$ cat src/rtl/hazard_fwd_ctrl_if.sv
// Hazard/forwarding control bus: ID-stage sources, EX/MEM destinations and
// the stall/forward controls returned to the pipeline.
interface hazard_fwd_ctrl_if #(
  parameter int REG_W = 4,
  parameter int NSRC  = 2,
  parameter int CNT_W = 16
) ();
  logic [3:0]            opCode_ID;
  logic [NSRC*REG_W-1:0] rdReg_ID;
  logic [REG_W-1:0]      wrReg_EX;
  logic                  wrEn_EX;
  logic                  isLoad_EX;
  logic [REG_W-1:0]      wrReg_MEM;
  logic                  wrEn_MEM;
  logic                  isLoad_MEM;
  logic                  mem_ready;
  logic                  flush;
  logic [2*NSRC-1:0]     hazSel_EX;
  logic                  stall_pc;
  logic                  stall_id;
  logic                  bubble_ex;
  logic                  freeze;
  logic [CNT_W-1:0]      stall_cnt;

  // Pipeline side: supplies stage information, consumes controls.
  modport master (
    output opCode_ID, rdReg_ID, wrReg_EX, wrEn_EX, isLoad_EX,
    output wrReg_MEM, wrEn_MEM, isLoad_MEM, mem_ready, flush,
    input  hazSel_EX, stall_pc, stall_id, bubble_ex, freeze, stall_cnt
  );

  // Controller side.
  modport slave (
    input  opCode_ID, rdReg_ID, wrReg_EX, wrEn_EX, isLoad_EX,
    input  wrReg_MEM, wrEn_MEM, isLoad_MEM, mem_ready, flush,
    output hazSel_EX, stall_pc, stall_id, bubble_ex, freeze, stall_cnt
  );
endinterface

$ cat src/rtl/hazard_fwd_ctrl.sv
// Hazard detection and operand-forwarding controller.
// Computes per-source forward selects for EX (registered), detects load-use
// hazards and waits on slow memory loads, driving the stall/bubble/freeze
// controls combinationally from the FSM state and current inputs.
module hazard_fwd_ctrl #(
  parameter int REG_W  = 4,
  parameter int NSRC   = 2,
  parameter int LU_CYC = 1,
  parameter int CNT_W  = 16
) (
  input logic              clk,
  input logic              rst_n,
  hazard_fwd_ctrl_if.slave bus
);

  // Opcodes whose source fields are not register reads.
  localparam logic [3:0] OP_LLB = 4'b1010;
  localparam logic [3:0] OP_B   = 4'b1100;
  localparam logic [3:0] OP_JAL = 4'b1101;
  localparam logic [3:0] OP_HLT = 4'b1111;

  localparam int               SEL_W   = 2 * NSRC;
  localparam logic [SEL_W-1:0] SEL_RF  = {SEL_W{1'b1}};
  localparam logic [2:0]       LU_INIT = 3'(LU_CYC - 1);
  localparam logic [CNT_W-1:0] CNT_MAX = {CNT_W{1'b1}};
  localparam logic [CNT_W-1:0] CNT_ONE = {{(CNT_W-1){1'b0}}, 1'b1};

  typedef enum logic [1:0] {
    IDLE     = 2'd0,
    LU_STALL = 2'd1,
    MEM_WAIT = 2'd2
  } state_t;

  state_t           state_r;
  state_t           state_nxt_s;
  logic [2:0]       lu_cnt_r;
  logic [2:0]       lu_cnt_nxt_s;
  logic [SEL_W-1:0] sel_r;
  logic [SEL_W-1:0] sel_nxt_s;
  logic [1:0]       sel_i_s;
  logic [CNT_W-1:0] stall_cnt_r;
  logic             forced_s;
  logic             lu_s;
  logic             memwait_s;
  logic             stall_pc_s;
  logic             stall_id_s;
  logic             bubble_ex_s;
  logic             freeze_s;

  // Forward select for one source: EX beats MEM, r0 never forwards.
  function automatic logic [1:0] fwd_sel(
    input logic [REG_W-1:0] src,
    input logic [REG_W-1:0] ex_rd,
    input logic             ex_we,
    input logic [REG_W-1:0] mem_rd,
    input logic             mem_we
  );
    logic [1:0] sel;
    if (src == {REG_W{1'b0}}) begin
      sel = 2'b11;
    end else if (ex_we && (src == ex_rd)) begin
      sel = 2'b00;
    end else if (mem_we && (src == mem_rd)) begin
      sel = 2'b01;
    end else begin
      sel = 2'b11;
    end
    return sel;
  endfunction

  assign memwait_s = bus.isLoad_MEM & ~bus.mem_ready;

  // Decode opcodes that must read the register file for every source.
  always_comb begin
    case (bus.opCode_ID)
      OP_LLB, OP_JAL, OP_HLT, OP_B: forced_s = 1'b1;
      default:                      forced_s = 1'b0;
    endcase
  end

  // Next forward selects and load-use detection across all sources.
  always_comb begin
    sel_nxt_s = SEL_RF;
    sel_i_s   = 2'b11;
    lu_s      = 1'b0;
    for (int i = 0; i < NSRC; i++) begin
      if (forced_s) begin
        sel_i_s = 2'b11;
      end else begin
        sel_i_s = fwd_sel(bus.rdReg_ID[i*REG_W +: REG_W], bus.wrReg_EX,
                          bus.wrEn_EX, bus.wrReg_MEM, bus.wrEn_MEM);
      end
      sel_nxt_s[2*i +: 2] = sel_i_s;
      // A select of 00 already implies EX writes a non-zero matching id.
      lu_s = lu_s | (bus.isLoad_EX & (sel_i_s == 2'b00));
    end
  end

  // Stall FSM: next state, bubble count and stall controls.
  always_comb begin
    state_nxt_s  = state_r;
    lu_cnt_nxt_s = lu_cnt_r;
    stall_pc_s   = 1'b0;
    stall_id_s   = 1'b0;
    bubble_ex_s  = 1'b0;
    freeze_s     = 1'b0;
    case (state_r)
      IDLE: begin
        if (memwait_s) begin
          freeze_s    = 1'b1;
          stall_pc_s  = 1'b1;
          stall_id_s  = 1'b1;
          state_nxt_s = MEM_WAIT;
        end else if (lu_s && !bus.flush) begin
          stall_pc_s  = 1'b1;
          stall_id_s  = 1'b1;
          bubble_ex_s = 1'b1;
          if (LU_CYC > 1) begin
            state_nxt_s  = LU_STALL;
            lu_cnt_nxt_s = LU_INIT;
          end else begin
            state_nxt_s  = IDLE;
            lu_cnt_nxt_s = 3'd0;
          end
        end else begin
          state_nxt_s = IDLE;
        end
      end
      LU_STALL: begin
        if (bus.flush) begin
          state_nxt_s  = IDLE;
          lu_cnt_nxt_s = 3'd0;
        end else begin
          stall_pc_s  = 1'b1;
          stall_id_s  = 1'b1;
          bubble_ex_s = 1'b1;
          if (lu_cnt_r <= 3'd1) begin
            state_nxt_s  = IDLE;
            lu_cnt_nxt_s = 3'd0;
          end else begin
            lu_cnt_nxt_s = lu_cnt_r - 3'd1;
          end
        end
      end
      MEM_WAIT: begin
        if (bus.mem_ready) begin
          state_nxt_s = IDLE;
        end else begin
          freeze_s   = 1'b1;
          stall_pc_s = 1'b1;
          stall_id_s = 1'b1;
        end
      end
      default: begin
        state_nxt_s  = IDLE;
        lu_cnt_nxt_s = 3'd0;
      end
    endcase
  end

  // State and bubble-count registers.
  always_ff @(posedge clk) begin
    if (!rst_n) begin
      state_r  <= IDLE;
      lu_cnt_r <= 3'd0;
    end else begin
      state_r  <= state_nxt_s;
      lu_cnt_r <= lu_cnt_nxt_s;
    end
  end

  // Forward-select register: hold on freeze, register file on bubble/flush.
  always_ff @(posedge clk) begin
    if (!rst_n) begin
      sel_r <= SEL_RF;
    end else if (freeze_s) begin
      sel_r <= sel_r;
    end else if (bubble_ex_s || bus.flush) begin
      sel_r <= SEL_RF;
    end else begin
      sel_r <= sel_nxt_s;
    end
  end

  // Saturating count of cycles with the PC held.
  always_ff @(posedge clk) begin
    if (!rst_n) begin
      stall_cnt_r <= {CNT_W{1'b0}};
    end else if (stall_pc_s && (stall_cnt_r != CNT_MAX)) begin
      stall_cnt_r <= stall_cnt_r + CNT_ONE;
    end else begin
      stall_cnt_r <= stall_cnt_r;
    end
  end

  assign bus.hazSel_EX = sel_r;
  assign bus.stall_pc  = stall_pc_s;
  assign bus.stall_id  = stall_id_s;
  assign bus.bubble_ex = bubble_ex_s;
  assign bus.freeze    = freeze_s;
  assign bus.stall_cnt = stall_cnt_r;

endmodule

$ cat src/flat_wrapper.sv
// flat-port wrapper written by rule: the top's interface ports become plain ports
module hazard_fwd_ctrl_flat 
#(
  parameter int REG_W  = 4,
  parameter int NSRC   = 2,
  parameter int LU_CYC = 1,
  parameter int CNT_W  = 16
)
  (clk, rst_n, bus_opCode_ID, bus_rdReg_ID, bus_wrReg_EX, bus_wrEn_EX, bus_isLoad_EX, bus_wrReg_MEM, bus_wrEn_MEM, bus_isLoad_MEM, bus_mem_ready, bus_flush, bus_hazSel_EX, bus_stall_pc, bus_stall_id, bus_bubble_ex, bus_freeze, bus_stall_cnt);
  hazard_fwd_ctrl_if #(.REG_W(REG_W), .NSRC(NSRC), .CNT_W(CNT_W)) bus_i ();
  input logic clk;
  input logic rst_n;
  input wire logic [$bits(bus_i.opCode_ID)-1:0] bus_opCode_ID;
  input wire logic [$bits(bus_i.rdReg_ID)-1:0] bus_rdReg_ID;
  input wire logic [$bits(bus_i.wrReg_EX)-1:0] bus_wrReg_EX;
  input wire logic [$bits(bus_i.wrEn_EX)-1:0] bus_wrEn_EX;
  input wire logic [$bits(bus_i.isLoad_EX)-1:0] bus_isLoad_EX;
  input wire logic [$bits(bus_i.wrReg_MEM)-1:0] bus_wrReg_MEM;
  input wire logic [$bits(bus_i.wrEn_MEM)-1:0] bus_wrEn_MEM;
  input wire logic [$bits(bus_i.isLoad_MEM)-1:0] bus_isLoad_MEM;
  input wire logic [$bits(bus_i.mem_ready)-1:0] bus_mem_ready;
  input wire logic [$bits(bus_i.flush)-1:0] bus_flush;
  output wire logic [$bits(bus_i.hazSel_EX)-1:0] bus_hazSel_EX;
  output wire logic [$bits(bus_i.stall_pc)-1:0] bus_stall_pc;
  output wire logic [$bits(bus_i.stall_id)-1:0] bus_stall_id;
  output wire logic [$bits(bus_i.bubble_ex)-1:0] bus_bubble_ex;
  output wire logic [$bits(bus_i.freeze)-1:0] bus_freeze;
  output wire logic [$bits(bus_i.stall_cnt)-1:0] bus_stall_cnt;
  assign bus_i.opCode_ID = bus_opCode_ID;
  assign bus_i.rdReg_ID = bus_rdReg_ID;
  assign bus_i.wrReg_EX = bus_wrReg_EX;
  assign bus_i.wrEn_EX = bus_wrEn_EX;
  assign bus_i.isLoad_EX = bus_isLoad_EX;
  assign bus_i.wrReg_MEM = bus_wrReg_MEM;
  assign bus_i.wrEn_MEM = bus_wrEn_MEM;
  assign bus_i.isLoad_MEM = bus_isLoad_MEM;
  assign bus_i.mem_ready = bus_mem_ready;
  assign bus_i.flush = bus_flush;
  assign bus_hazSel_EX = bus_i.hazSel_EX;
  assign bus_stall_pc = bus_i.stall_pc;
  assign bus_stall_id = bus_i.stall_id;
  assign bus_bubble_ex = bus_i.bubble_ex;
  assign bus_freeze = bus_i.freeze;
  assign bus_stall_cnt = bus_i.stall_cnt;
  hazard_fwd_ctrl #(.REG_W(REG_W), .NSRC(NSRC), .LU_CYC(LU_CYC), .CNT_W(CNT_W)) u_core (.clk(clk), .rst_n(rst_n), .bus(bus_i));
endmodule
$ cat config.mk
export PLATFORM = sky130hd
export DESIGN_NAME = hazard_fwd_ctrl_flat
export DESIGN_NICKNAME = d
export VERILOG_FILES = /design/src/rtl/hazard_fwd_ctrl_if.sv /design/src/rtl/hazard_fwd_ctrl.sv /design/src/flat_wrapper.sv
export SDC_FILE = /design/constraint.sdc
export NUM_CORES = 1
export LEC_CHECK = 0
export BUFFER_PORTS_ARGS = -buffer_cell sky130_fd_sc_hd__buf_2
export CAP_MARGIN = 0
export CORE_ASPECT_RATIO = 0.75
export CORE_UTILIZATION = 50
export CTS_CLUSTER_DIAMETER = 30
export DETAILED_ROUTE_END_ITERATION = 8
export GPL_TIMING_DRIVEN = 0
export MAX_ROUTING_LAYER = met4
export PLACE_DENSITY = 0.86
export SLEW_MARGIN = 10
export SYNTH_ARGS = -nofsm -noshare
export SYNTH_HDL_FRONTEND = slang
export SYNTH_SLANG_ARGS = --single-unit
$ cat constraint.sdc
create_clock -name clk -period 4.6 [get_ports clk]
set_clock_uncertainty 0.05 [all_clocks]
set_input_delay 0.69 -clock clk [delete_from_list [all_inputs] [get_ports clk]]
set_output_delay 0.69 -clock clk [all_outputs]
set_load 0.005 [all_outputs]
---- After elaboration in Yosys (flattened, before gate mapping) ----
Index checks and enable logic that the tools add are counted.
storage, ports and cells
  register bits after elaboration ......... 25
  input port bits ......................... 28
  output and inout bits ................... 24
  word-level logic and storage cells ...... 73
operators by class
  add/subtract/negate cells ............... 2
  order comparisons ....................... 1
  equality and inequality tests ........... 15
  muxes and demuxes ....................... 29
  bitwise logic cells ..................... 6
  reductions and logical operators ........ 16
operator list
  cell                                                  count
  2-to-1 mux 2 bit                                      12
  adder 16 x 1 -> 16 bit (second input constant)        1
  equality test 4 bit                                   4
  equality test 4 bit (second input constant)           4
  != test 16 bit (second input constant)                1
  2-to-1 mux 3 bit                                      4
  one-hot mux 3 bit (3 select lines)                    1
  zero test 4 bit                                       2
  2-to-1 mux 1 bit                                      7
  logical AND 1 bit                                     6
  zero test 2 bit                                       3
  one-hot mux 2 bit (3 select lines)                    1
  2-to-1 mux 4 bit                                      1
  != test 2 bit (second input constant)                 2
  one-hot mux 1 bit (2 select lines)                    2
  OR reduction 4 bit                                    1
  bitwise AND 1 bit                                     3
  <= comparator 3 x 1 -> 1 bit (second input constant)  1
  != test 3 x 2 -> 1 bit (second input constant)        1
  one-hot mux 1 bit (3 select lines)                    1
  AND reduction 3 bit                                   1
  subtractor 3 x 1 -> 3 bit (second input constant)     1
  equality test 2 x 1 -> 1 bit (second input constant)  1
  equality test 2 bit (second input constant)           1
  other kinds (6)                                       7

---- Longest topological paths before layout ----
  depth after elaboration ................. 15
  gate-level depth with buffers ........... 8

---- Least setup slack after synthesis ----
Ideal clock, no wire load.
  path type ............................... input-to-output
  start ................................... input bus_rdReg_ID[5]
  end ..................................... output bus_stall_pc
  data arrival time ....................... 1.868 ns
  setup slack ............................. 1.992 ns
  cell stages on the path ................. 5
  path buffers ............................ 1
  cell sequence ........................... or4_1 and4_4 o21ai_2 nand2_1 buf_4
between the ends
  word-level cells in the longest chain between the ends .. 13
ends and longest elaborated chain
  element                                 RTL line                RTL
  start, declared                         flat_wrapper.sv:14      input wire logic [$bits(bus_i.rdReg_ID)-1:0] bus_rdReg_ID;
  equality test 4 bit                     hazard_fwd_ctrl.sv:63   end else if (mem_we && (src == mem_rd)) begin
  logical AND 1 bit                       hazard_fwd_ctrl.sv:63
  2-to-1 mux 2 bit                        hazard_fwd_ctrl.sv:63
  2-to-1 mux 2 bit                        hazard_fwd_ctrl.sv:61   end else if (ex_we && (src == ex_rd)) begin
  2-to-1 mux 2 bit (*)                    hazard_fwd_ctrl.sv:59   if (src == {REG_W{1'b0}}) begin
  2-to-1 mux 2 bit (*)                    hazard_fwd_ctrl.sv:87   if (forced_s) begin
  zero test 2 bit (*)                     hazard_fwd_ctrl.sv:95   lu_s = lu_s | (bus.isLoad_EX & (sel_i_s == 2'b00));
  bitwise AND 1 bit (*)                   hazard_fwd_ctrl.sv:95
  OR 1 bit (*)                            hazard_fwd_ctrl.sv:95
  logical AND 1 bit (*)                   hazard_fwd_ctrl.sv:114  end else if (lu_s && !bus.flush) begin
  2-to-1 mux 1 bit (*) (2 in series)      --
  one-hot mux 1 bit (3 select lines) (*)  --
  end, declared                           flat_wrapper.sv:24      output wire logic [$bits(bus_i.stall_pc)-1:0] bus_stall_pc;
Every way passes the cells marked *; elsewhere a longest branch is shown, timed or not.

---- Worst setup path after layout ----
  start ................................... input bus_rdReg_ID[1]
  end ..................................... output bus_stall_pc
between the ends
  word-level cells in the longest chain between the ends .. 13
ends and longest elaborated chain
  element                                 RTL line                RTL
  equality test 4 bit                     hazard_fwd_ctrl.sv:63
  logical AND 1 bit                       hazard_fwd_ctrl.sv:63
  2-to-1 mux 2 bit                        hazard_fwd_ctrl.sv:63
  2-to-1 mux 2 bit                        hazard_fwd_ctrl.sv:61
  2-to-1 mux 2 bit (*)                    hazard_fwd_ctrl.sv:59
  2-to-1 mux 2 bit (*)                    hazard_fwd_ctrl.sv:87
  zero test 2 bit (*)                     hazard_fwd_ctrl.sv:95
  bitwise AND 1 bit (*)                   hazard_fwd_ctrl.sv:95
  OR 1 bit (*)                            hazard_fwd_ctrl.sv:95
  logical AND 1 bit (*)                   hazard_fwd_ctrl.sv:114
  2-to-1 mux 1 bit (*)                    hazard_fwd_ctrl.sv:114
  2-to-1 mux 1 bit (*)                    hazard_fwd_ctrl.sv:109  if (memwait_s) begin
  one-hot mux 1 bit (3 select lines) (*)  hazard_fwd_ctrl.sv:107  case (state_r)
Marked as above.

==> impl_metrics.json <==
{
  "place.port_buffers": 51,
  "cts_hold_buf": 0,
  "synth-seq-area-share_pct": 28.24,
  "track_usage_pct": 26.08,
  "drt_iter0_markers": 110,
  "cts_setup_buffers": 0,
  "hold_viol_final": 0,
  "dpl_cell_area_um2": 1789,
  "timing.final.ws_setup_ns": 1.641,
  "die_width_um": 65.01,
  "yosysUniqueCellTypes": 41,
  "setup.worst_path.start_class": "input port",
  "dp_slack_ns": 1.653,
  "final_nets": 273,
  "place_congestion": 0.8774,
  "finalWirelength_um": 3633,
  "synth_nets": 217,
  "cts_inserted_buffers": 3,
  "fin_area_um2": 1836,
  "setup-tns-final_ns": 0,
  "tightestPinTransition_ns": 0.6365,
  "critPathArrivalTime_ns": 2.22,
  "clkTransAtPathRegs_ns": 0.08,
  "num_vias": 1521,
  "setup_violations": 0,
  "ys_async_sr_fraction_pct": 0,
  "cp-end-kind": "output pin",
  "diodes": 0,
  "synth_top_area_cell": "dfxtp_1",
  "htree_levels": 1,
  "core_area_um2": 2723,
  "power_leakage_nw": 0.7457,
  "critPathMaxFanout": 5,
  "place_hpwl_um": 2848,
  "critPathKind": "in -> out",
  "power_uw": 379.5,
  "grt_pass1_vias": 1383,
  "boundaryPins": 52,
  "cp.required_ns": 3.86,
  "synthDominantCellAreaShare_pct": 28.24,
  "cts_buffer_depth": 2,
  "vdd_drop_max_uv": 135.5,
  "min_period_over_period_pct": 64.33,
  "min_period_ns": 2.959,
  "multi_input_area_um2": 1012,
  "drt.antenna.violating_nets": 0,
  "clock.fmax_ghz": 0.3380,
  "crit_slowest_cell": "nor4_1",
  "rsz0062_at_grt": "false",
  "hold_class": "reg -> reg",
  "synth.avg_cell_area_um2": 7.920,
  "drive_gt1_share_pct": 27.57,
  "cts.sinks": 21,
  "grt_start_max_net_pins": 13,
  "area_growth_syn_to_layout_pct": 23.28,
  "ctsResizeCount": 0,
  "routedWlPerCell_um": 13.02,
  "gr-total-overflow": 0,
  "cts_tree": "yes",
  "ys_warn_count": 0,
  "yosys_most_used_dff": "dfxtp_1",
  "maxCapViolCount": 0,
  "synth_edf_count": 0,
  "dr.pass1.iters": 4,
  "die_h_um": 49.26,
  "ys_ff_latch": 21,
  "start_util_pct": 54.69,
  "slew_headroom_pct": 57.17,
  "layout.cells.non_filler": 279,
  "drv_slew": 0,
  "root_buffer": "clkbuf_8",
  "antenna_found_initial": 0,
  "dp.cells": 275,
  "die-area_um2": 3202,
  "max_stage_delay_ns": 0.59,
  "synth_cells": 188,
  "grt_pass1_wl_um": 6292,
  "power_density_nw_per_um2": 206.8,
  "n_fill_cell": 239,
  "crit_chain": "buf_2, nor4_1, nor4b_4, o21ai_2, nand2_1, buf_4, buf_2",
  "syn-cell-area_um2": 1489,
  "outcome": "finished clean",
  "via_per_inst": 5.452,
  "regArea_um2": 420.4,
  "clk_latency_ns": 0.27,
  "cp_common_cell": "buf_2",
  "drcViolationCount": 0,
  "synthTopCellsByArea": "dfxtp_1 28%, mux2i_1 9.4%, nand2_1 7.8%, xor2_1 5.9%, nand2b_1 5.0%",
  "row_count": 16
}
## metrics by stage
step | utilization (%) | hold slack (ns)
6_report | 67.42 | 0.4386
5_1_grt | 67.42 | 0.4653
4_1_cts | 67.42 | 0.4384
3_5_place_dp | 65.72 | 0.4274
3_3_place_gp | 65.72 | 0.4249
2_1_floorplan | - | 0.4293
## per-layer routing
metal | part of all wire (%) | global-route usage (%) | up-vias
met2 | 43 | 36.28 | 62
met5 | 0 | - | -
met1 | 49 | 37.82 | 676
met4 | 1.0 | 6.522 | 0
met3 | 6.9 | 5.607 | 5
li1 | - | - | 778
## power breakdown
part	internal, mW	total [mW]	switching [mW]
Clock	0.0606	0.127	0.0659
Combinational	0.0300	0.0669	0.0368
Sequential	0.184	0.186	0.00258
Total	0.274	0.380	0.105
## cells in the mapped netlist, types with 3 or more instances
cell type / count
mux2i_1: 14
nand4_1: 7
xor2_1: 10
nor2_1: 13
dfxtp_1: 21
a21oi_1: 11
nand2_1: 31
inv_1: 3
clkbuf_1: 5
and3_1: 5
nand3_1: 11
xnor2_1: 6
nor3_1: 3
a211oi_1: 3
nand2b_1: 12
o21ai_1: 3
## sequential cells by signal, summed over array words and instances, names as in the netlist
signal                flops
u_core.bus.stall_cnt     16
u_core.bus.hazSel_EX      4
u_core.state_r            1
## layout by cell type, fill, tap and decap left out, types with 2 or more instances in the layout
cell,n
clkbuf_8,3
xor2_1,10
inv_2,2
and4_1,2
nor2_1,13
clkbuf_1,5
mux2i_1,14
o21ai_1,3
and3_1,5
nor3_1,3
inv_1,3
nor2b_1,2
nand2_1,31
o21a_1,2
nand3_1,11
nand2b_1,12
buf_2,51
xnor2_1,6
a211oi_1,3
a31oi_1,2
a21oi_1,11
dfxtp_1,21
nand4_1,7
## logic make-up (layout without fill, tap and decap cells)
logic type / Yosys count / in the layout / share of synthesized area [%]
xor+xnor: 16 / 16 / 9.411
compound gates: 28 / 28 / 13.36
buf+inv: 12 / 67 / 3.782
fa+ha+maj: 1 / 1 / 0.8402
mux: 15 / 15 / 10.17
flops: 21 / 21 / 28.24
simple gates: 95 / 95 / 34.20
## worst paths after layout
path	slack, ns	depth (start not counted)	start	end
worst max-delay path	1.64	7	bus_rdReg_ID[1]	bus_stall_pc
worst min-delay path	0.44	2	u_core.bus.hazSel_EX[1]	u_core.bus.hazSel_EX[1]
worst max register to register	2.47	8	u_core.bus.stall_cnt[0]	u_core.bus.stall_cnt[10]
worst min register to register	0.44	2	u_core.bus.hazSel_EX[1]	u_core.bus.hazSel_EX[1]
## worst max-delay path, delay by kind of cell
family,cells,cell delay [ns]
simple gates,3,0.85
buf+inv,3,0.39
compound gates,1,0.29
## final cells by class
type	instances	area share, %
inverters	5	1.022
clock inverters	1	0.2727
plain buffers	7	2.045
multi-input cells	155	55.15
clock buffers	3	2.249
well taps	36	2.454
repair buffers	51	13.91
flip-flops and latches	21	22.90
(Power assumes the default switching activity.)
